## config.mk

```make
export PLATFORM = sky130hd
export DESIGN_NAME = mult4s_shared_arbiter_flat
export DESIGN_NICKNAME = d
export VERILOG_FILES = /design/src/rtl/mult4s_shared_arbiter_if.sv /design/src/rtl/mult4s_shared_arbiter.sv /design/src/flat_wrapper.sv
export SDC_FILE = /design/constraint.sdc
export NUM_CORES = 1
export LEC_CHECK = 0
export ABC_CLOCK_PERIOD_IN_PS = 10400
export BUFFER_PORTS_ARGS = -buffer_cell sky130_fd_sc_hd__buf_2
export CAP_MARGIN = 30
export CORE_ASPECT_RATIO = 1.4
export CORE_UTILIZATION = 34
export DETAILED_ROUTE_END_ITERATION = 10
export GPL_ROUTABILITY_DRIVEN = 1
export MAX_ROUTING_LAYER = met4
export SLEW_MARGIN = 40
export SYNTH_ARGS = -nofsm -noshare
export SYNTH_HDL_FRONTEND = slang
export SYNTH_HIERARCHICAL = 1
export SYNTH_SLANG_ARGS = --single-unit
```

## constraint.sdc

```tcl
create_clock -name clk -period 10.4 [get_ports clk]
set_clock_uncertainty 0.1 [all_clocks]
set_input_delay 2.6 -clock clk [delete_from_list [all_inputs] [get_ports clk]]
set_output_delay 2.6 -clock clk [all_outputs]
set_load 0.01 [all_outputs]
```

## src/rtl/mult4s_shared_arbiter_if.sv

```systemverilog
// mult4s_shared_arbiter_if: request/response bus between the requesters and the shared multiplier.
interface mult4s_shared_arbiter_if #(
   parameter int NUM_REQ = 4,
   parameter int ID_W    = 2
);
   logic [NUM_REQ-1:0]   req_valid;
   logic [NUM_REQ-1:0]   req_ready;
   logic [4*NUM_REQ-1:0] req_multiplicand;
   logic [4*NUM_REQ-1:0] req_multiplier;
   logic                 rsp_valid;
   logic                 rsp_ready;
   logic [7:0]           rsp_product;
   logic [ID_W-1:0]      rsp_id;
   modport master (
      output req_valid, req_multiplicand, req_multiplier, rsp_ready,
      input  req_ready, rsp_valid, rsp_product, rsp_id
   );
   modport slave (
      input  req_valid, req_multiplicand, req_multiplier, rsp_ready,
      output req_ready, rsp_valid, rsp_product, rsp_id
   );
endinterface

```

## src/rtl/mult4s_shared_arbiter.sv

```systemverilog
// mult4s_shared_arbiter: NUM_REQ requesters share one two-stage signed 4x4 multiplier.
// MULT4S_ARB_ROUND_ROBIN_EN selects round-robin arbitration; undefined gives fixed priority.
module mult4s_normal_ripple (
   input  logic [3:0] i_a,
   input  logic [3:0] i_b,
   output logic [7:0] o_p
);
   function automatic logic [7:0] f_ripple(input logic [7:0] x, input logic [7:0] y, input logic ci);
      logic [7:0] s;
      logic       c;
      s = '0;
      c = ci;
      for (int k = 0; k < 8; k++) begin
         s[k] = x[k] ^ y[k] ^ c;
         c    = (x[k] & y[k]) | (c & (x[k] ^ y[k]));
      end
      return s;
   endfunction
   logic [7:0] w_a;
   logic [7:0] w_pp;
   logic [7:0] w_acc;
   assign w_a = {{4{i_a[3]}}, i_a};
   always_comb begin
      w_pp  = '0;
      w_acc = '0;
      for (int j = 0; j < 4; j++) begin
         w_pp  = i_b[j] ? w_a << j : '0;
         // B's sign bit carries weight -8, so its row is subtracted
         w_acc = j == 3 ? f_ripple(w_acc, ~w_pp, 1'b1) : f_ripple(w_acc, w_pp, 1'b0);
      end
   end
   assign o_p = w_acc;
endmodule

module mult4s_shared_arbiter #(
   parameter int NUM_REQ = 4,
   parameter int ID_W    = 2
) (
   input logic                    clk,
   input logic                    rst,
   mult4s_shared_arbiter_if.slave bus
);
   logic               r_s1_valid;
   logic               r_s2_valid;
   logic               r_init;
   logic [ID_W-1:0]    r_s1_id;
   logic [ID_W-1:0]    r_s2_id;
   logic [3:0]         r_s1_a;
   logic [3:0]         r_s1_b;
   logic [7:0]         r_s2_p;
   logic [NUM_REQ-1:0] w_grant;
   logic [ID_W-1:0]    w_id;
   logic [3:0]         w_a;
   logic [3:0]         w_b;
   logic [7:0]         w_prod;
   logic               w_s2_adv;
   logic               w_s1_adv;
   logic               w_s1_load;
   logic               w_acc_en;
   logic               w_xfer;

   assign w_s2_adv  = !r_s2_valid || bus.rsp_ready;
   assign w_s1_adv  = r_s1_valid && w_s2_adv;
   assign w_s1_load = !r_s1_valid || w_s1_adv;
   // r_init keeps req_ready low for the whole cycle following a reset edge
   assign w_acc_en  = w_s1_load && !rst && !r_init;
   assign bus.req_ready = w_acc_en ? w_grant : '0;
   assign w_xfer    = |bus.req_ready;

`ifdef MULT4S_ARB_ROUND_ROBIN_EN
   logic [ID_W-1:0] r_ptr;
   logic            w_hit;
   always_comb begin
      w_grant = '0;
      w_hit   = 1'b0;
      for (int i = 0; i < NUM_REQ; i++)
         if (!w_hit && bus.req_valid[i] && ID_W'(i) >= r_ptr) begin
            w_grant[i] = 1'b1;
            w_hit      = 1'b1;
         end
      for (int i = 0; i < NUM_REQ; i++)
         if (!w_hit && bus.req_valid[i]) begin
            w_grant[i] = 1'b1;
            w_hit      = 1'b1;
         end
   end
   always_ff @(posedge clk)
      if (rst) r_ptr <= '0;
      else if (w_xfer) r_ptr <= w_id == ID_W'(NUM_REQ - 1) ? '0 : w_id + ID_W'(1);
`else
   assign w_grant = bus.req_valid & (~bus.req_valid + NUM_REQ'(1));
`endif

   always_comb begin
      w_id = '0;
      w_a  = '0;
      w_b  = '0;
      for (int i = 0; i < NUM_REQ; i++)
         if (w_grant[i]) begin
            w_id = ID_W'(i);
            w_a  = bus.req_multiplicand[4*i +: 4];
            w_b  = bus.req_multiplier[4*i +: 4];
         end
   end

   mult4s_normal_ripple u_mul (.i_a(r_s1_a), .i_b(r_s1_b), .o_p(w_prod));

   always_ff @(posedge clk) begin
      if (rst) begin
         r_s1_valid <= 1'b0;
         r_s2_valid <= 1'b0;
         r_init     <= 1'b1;
      end else begin
         r_init <= 1'b0;
         if (w_s2_adv) r_s2_valid <= r_s1_valid;
         if (w_s1_load) r_s1_valid <= w_xfer;
      end
   end

   always_ff @(posedge clk) begin
      if (w_xfer) begin
         r_s1_id <= w_id;
         r_s1_a  <= w_a;
         r_s1_b  <= w_b;
      end
      if (w_s2_adv) begin
         r_s2_id <= r_s1_id;
         r_s2_p  <= w_prod;
      end
   end

   assign bus.rsp_valid   = r_s2_valid;
   assign bus.rsp_product = r_s2_p;
   assign bus.rsp_id      = r_s2_id;
endmodule

```

## src/flat_wrapper.sv

```systemverilog
// flat-port wrapper written by rule: the top's interface ports become plain ports
module mult4s_shared_arbiter_flat 
#(
   parameter int NUM_REQ = 4,
   parameter int ID_W    = 2
)
  (clk, rst, bus_req_valid, bus_req_multiplicand, bus_req_multiplier, bus_rsp_ready, bus_req_ready, bus_rsp_valid, bus_rsp_product, bus_rsp_id);
  mult4s_shared_arbiter_if #(.NUM_REQ(NUM_REQ), .ID_W(ID_W)) bus_i ();
  input logic clk;
  input logic rst;
  input wire logic [$bits(bus_i.req_valid)-1:0] bus_req_valid;
  input wire logic [$bits(bus_i.req_multiplicand)-1:0] bus_req_multiplicand;
  input wire logic [$bits(bus_i.req_multiplier)-1:0] bus_req_multiplier;
  input wire logic [$bits(bus_i.rsp_ready)-1:0] bus_rsp_ready;
  output wire logic [$bits(bus_i.req_ready)-1:0] bus_req_ready;
  output wire logic [$bits(bus_i.rsp_valid)-1:0] bus_rsp_valid;
  output wire logic [$bits(bus_i.rsp_product)-1:0] bus_rsp_product;
  output wire logic [$bits(bus_i.rsp_id)-1:0] bus_rsp_id;
  assign bus_i.req_valid = bus_req_valid;
  assign bus_i.req_multiplicand = bus_req_multiplicand;
  assign bus_i.req_multiplier = bus_req_multiplier;
  assign bus_i.rsp_ready = bus_rsp_ready;
  assign bus_req_ready = bus_i.req_ready;
  assign bus_rsp_valid = bus_i.rsp_valid;
  assign bus_rsp_product = bus_i.rsp_product;
  assign bus_rsp_id = bus_i.rsp_id;
  mult4s_shared_arbiter #(.NUM_REQ(NUM_REQ), .ID_W(ID_W)) u_core (.clk(clk), .rst(rst), .bus(bus_i));
endmodule
```

==> run_results.csv <==
group,metric,value,unit
run_status,status,"finished, violations left",
run_status,violations,"design-rule violations",
drt,vias,1117,
clock_tree,h-tree-depth,1,
synth,synth_top_family_by_area,"adder cells",
power_and_ir_drop,p_leak,0.800,nW
drt,dr.pass1.iters,7,
critical_path,path_common_cell,"buf_2",
power_and_ir_drop,finalPower,0.000233,W
timing,fin_hold_ws,0.332,ns
clock_tree,clockBufferDepth,2,
synth,synth_fp_nets,180,
place,dp_cells,219,
critical_path,cp_slowest_stage_delay,0.38,ns
floorplan,io_pins,54,
critical_path,cp_num_buf_inv,2,
critical_path,crit_chain,"buf_2 -> and3b_1 -> or3_4 -> nor4b_4 -> buf_2",
layout,register_area,661,µm²
timing,fmaxAchievable,157,MHz
layout,fin_nets,233,
critical_path,crit_path_end_kind,"primary output",
critical_path,cp.required,7.70,ns
critical_path,cp_top_family,"simple AND/OR/NAND/NOR gates",
global_routing,grt-ovfl-total,0,
synth,synth_xor_area_share,2.43,%
critical_path,arrival,3.67,ns
clock_tree,ctsRootBufferMaster,"clkbuf_8",
synth,yosys_warnings,6,
floorplan,die-area,4500,µm²
layout,n_antenna_cell,0,
timing,min_period,6.37,ns
floorplan,die_w,57.0,µm
timing,max_slew_margin,52.9,%
layout,multi_input_area,718,µm²
power_and_ir_drop,peakVddDrop,48.8,µV
timing,drv_slew,0,
critical_path,cp-start-kind,"primary input",
synth,synth_seq_cells,23,
run,max-cap-violations,0,
clock_tree,clk_latency,0.26,ns
timing,setup_viol,0,
clock_tree,cts.repair.resized,0,
synth,synth.distinct_cells,29,
critical_path,cp_max_fo,5,
floorplan,coreArea,3990,µm²
timing,tightest_slew,0.703,ns
drt,totalWireLength,2630,µm
global_routing,grt_antenna_before_repair,0,
global_routing,grt_start_max_net_pins,21,
synth,synth-simple-area-share,15.4,%
place,portBuffers,53,
drt,drt_iter0_drc,25,
place,gp_congestion,0.845,
critical_path,crit_type,"in -> out",
clock_tree,cts.sinks,23,
timing,hold_viol_final,0,
drt,ant_nets,0,
clock_tree,cts_buffers,3,
layout,fin_cells,223,
clock_tree,postCtsSetupRepairBufs,0,
drt,wl_per_cell,11.8,µm
clock_tree,clkTransAtPathRegs,0.07,ns
drt,vias_per_cell,5.01,
floorplan,die_h,79.0,µm
worst_hold_path,hold_path.class,"reg -> reg",
layout,area.growth.synth_to_final,23.9,%
synth,synth_mux_area_share,0,%
global_routing,grt_pass1_vias,1148,
clock_tree,cts_tree,"yes",
clock_tree,hold_buffers,0,
floorplan,initial_core_util,36.1,%
synth,avgSynthCellArea,11.3,µm²
timing,rsz0062_at_grt,"false",
floorplan,placementRows,27,
layout,fillers,385,
global_routing,track_usage,13.5,%
synth,synth_seq_area_share,45.9,%
timing,finalCritPeriodShare,61.2,%
place,dpl.hpwl,2230,µm
synth,syn-instance-count,128,
synth,synthAdderAreaFrac,16.5,%
power_and_ir_drop,p_per_area,130,nW/µm²
synth,synthesis.area,1440,µm²
synth,synth_compound_area_share,15.6,%
drt,drc,5,
timing,setup-tns-final,0,ns
global_routing,grt_pass1_wl,4620,µm
critical_path,critical_path.slowest_cell,"or3_4",
layout,drive_above_1_share,34.4,%
## through the flow
step	setup slack (ns)	utilization (%)	instance area (µm²)
after floorplan	4.25	-	1440
after global placement	4.05	43.6	1740
after detailed placement	4.04	43.6	1740
after CTS	4.03	44.8	1780
after global routing	3.97	44.8	1780
final	4.03	44.8	1780
## power by group
part           switching [W]  internal [W]  total [W]  leakage [nW]
sequential        0.00000377      0.000116   0.000120         0.227
combinational      0.0000317     0.0000287  0.0000604         0.551
clock              0.0000252     0.0000273  0.0000524        0.0228
## cells in the mapped netlist, drive strengths merged
cell | number | area, µm²
nor4 | 2 | 18.8
o21ai | 7 | 35.0
a2bb2oi | 1 | 8.76
o21ba | 1 | 10.0
nor2 | 4 | 15.0
nor3 | 2 | 10.0
nor4bb | 1 | 10.0
ha | 3 | 37.5
xnor2 | 3 | 26.3
nand2b | 2 | 12.5
and3b | 1 | 8.76
a22o | 7 | 61.3
xor2 | 1 | 8.76
edfxtp | 20 | 601
o21a | 7 | 52.6
a21oi | 10 | 50.1
a31oi | 1 | 6.26
clkbuf | 4 | 15.0
or3 | 1 | 11.3
inv | 11 | 41.3
buf | 1 | 5.00
fa | 10 | 200
dfxtp | 3 | 60.1
nor4b | 1 | 23.8
and2 | 8 | 51.3
nand2 | 16 | 60.1
## cells in the final DEF, fill, tap and decap left out, types with 3 or more instances in the layout
cell      synthesis  routed
a21oi_1          10      10
ha_1              3       3
nor2_1            4       4
nand2_1          16      16
a22o_1            7       7
o21ai_1           7       7
dfxtp_1           3       3
xnor2_1           3       3
o21a_1            7       7
and2_1            7       7
buf_2             1      53
edfxtp_1         20      20
clkbuf_8          0       3
inv_1             9       9
fa_1             10      10
## cell type report
| cell class | count | share of cell area [%] |
|---|---|---|
| Timing Repair Buffer | 53 | 14.9 |
| Inverter | 11 | 2.31 |
| Multi-Input combinational cell | 89 | 40.3 |
| Clock buffer | 4 | 2.52 |
| Sequential cell | 23 | 37.0 |
| Tap cell | 43 | 3.02 |
## sequential cells by signal, summed over array words and instances (netlist names)
register and count:
u_core/bus.rsp_id 2, u_core/bus.rsp_valid 1, u_core/bus.rsp_product 8, u_core/r_s1_valid 1
u_core/r_s1_b 4, u_core/r_s1_a 4, u_core/r_s1_id 2, u_core/r_init 1
## final timing paths
path,from,end,slack (ns),cells after the start
max,bus_rsp_ready,bus_req_ready[2],4.03,5
max reg2reg,u_core/r_s1_a[1],u_core/bus.rsp_product[7],5.81,14
min reg2reg,u_core/r_s1_id[0],u_core/bus.rsp_id[0],0.33,0
min,u_core/r_s1_id[0],u_core/bus.rsp_id[0],0.33,0
## logic make-up after synthesis
family	count (synthesis)
simple gates	38
flops	23
xor+xnor	4
fa+ha+maj	13
buf+inv	16
compound gates	34
## worst register-to-register path: stages, from the launching register on
cell and delay (ns):
edfxtp_1 0.39, and2_1 0.15, ha_1 0.14, inv_1 0.04, fa_1 0.37, fa_1 0.49
inv_1 0.06, fa_1 0.43, fa_1 0.41, fa_1 0.41, fa_1 0.48, fa_1 0.45
xnor2_1 0.18, xnor2_1 0.15, xnor2_1 0.09
## routing by layer
metal	vias to the layer above	share of wire, %	GRT usage [%]
li1	549	-	-
met1	502	37	12.6
met2	59	53	25.2
met3	7	7.4	2.12
met4	0	2.7	8.29
met5	-	0	-
(Power assumes the default switching activity.)
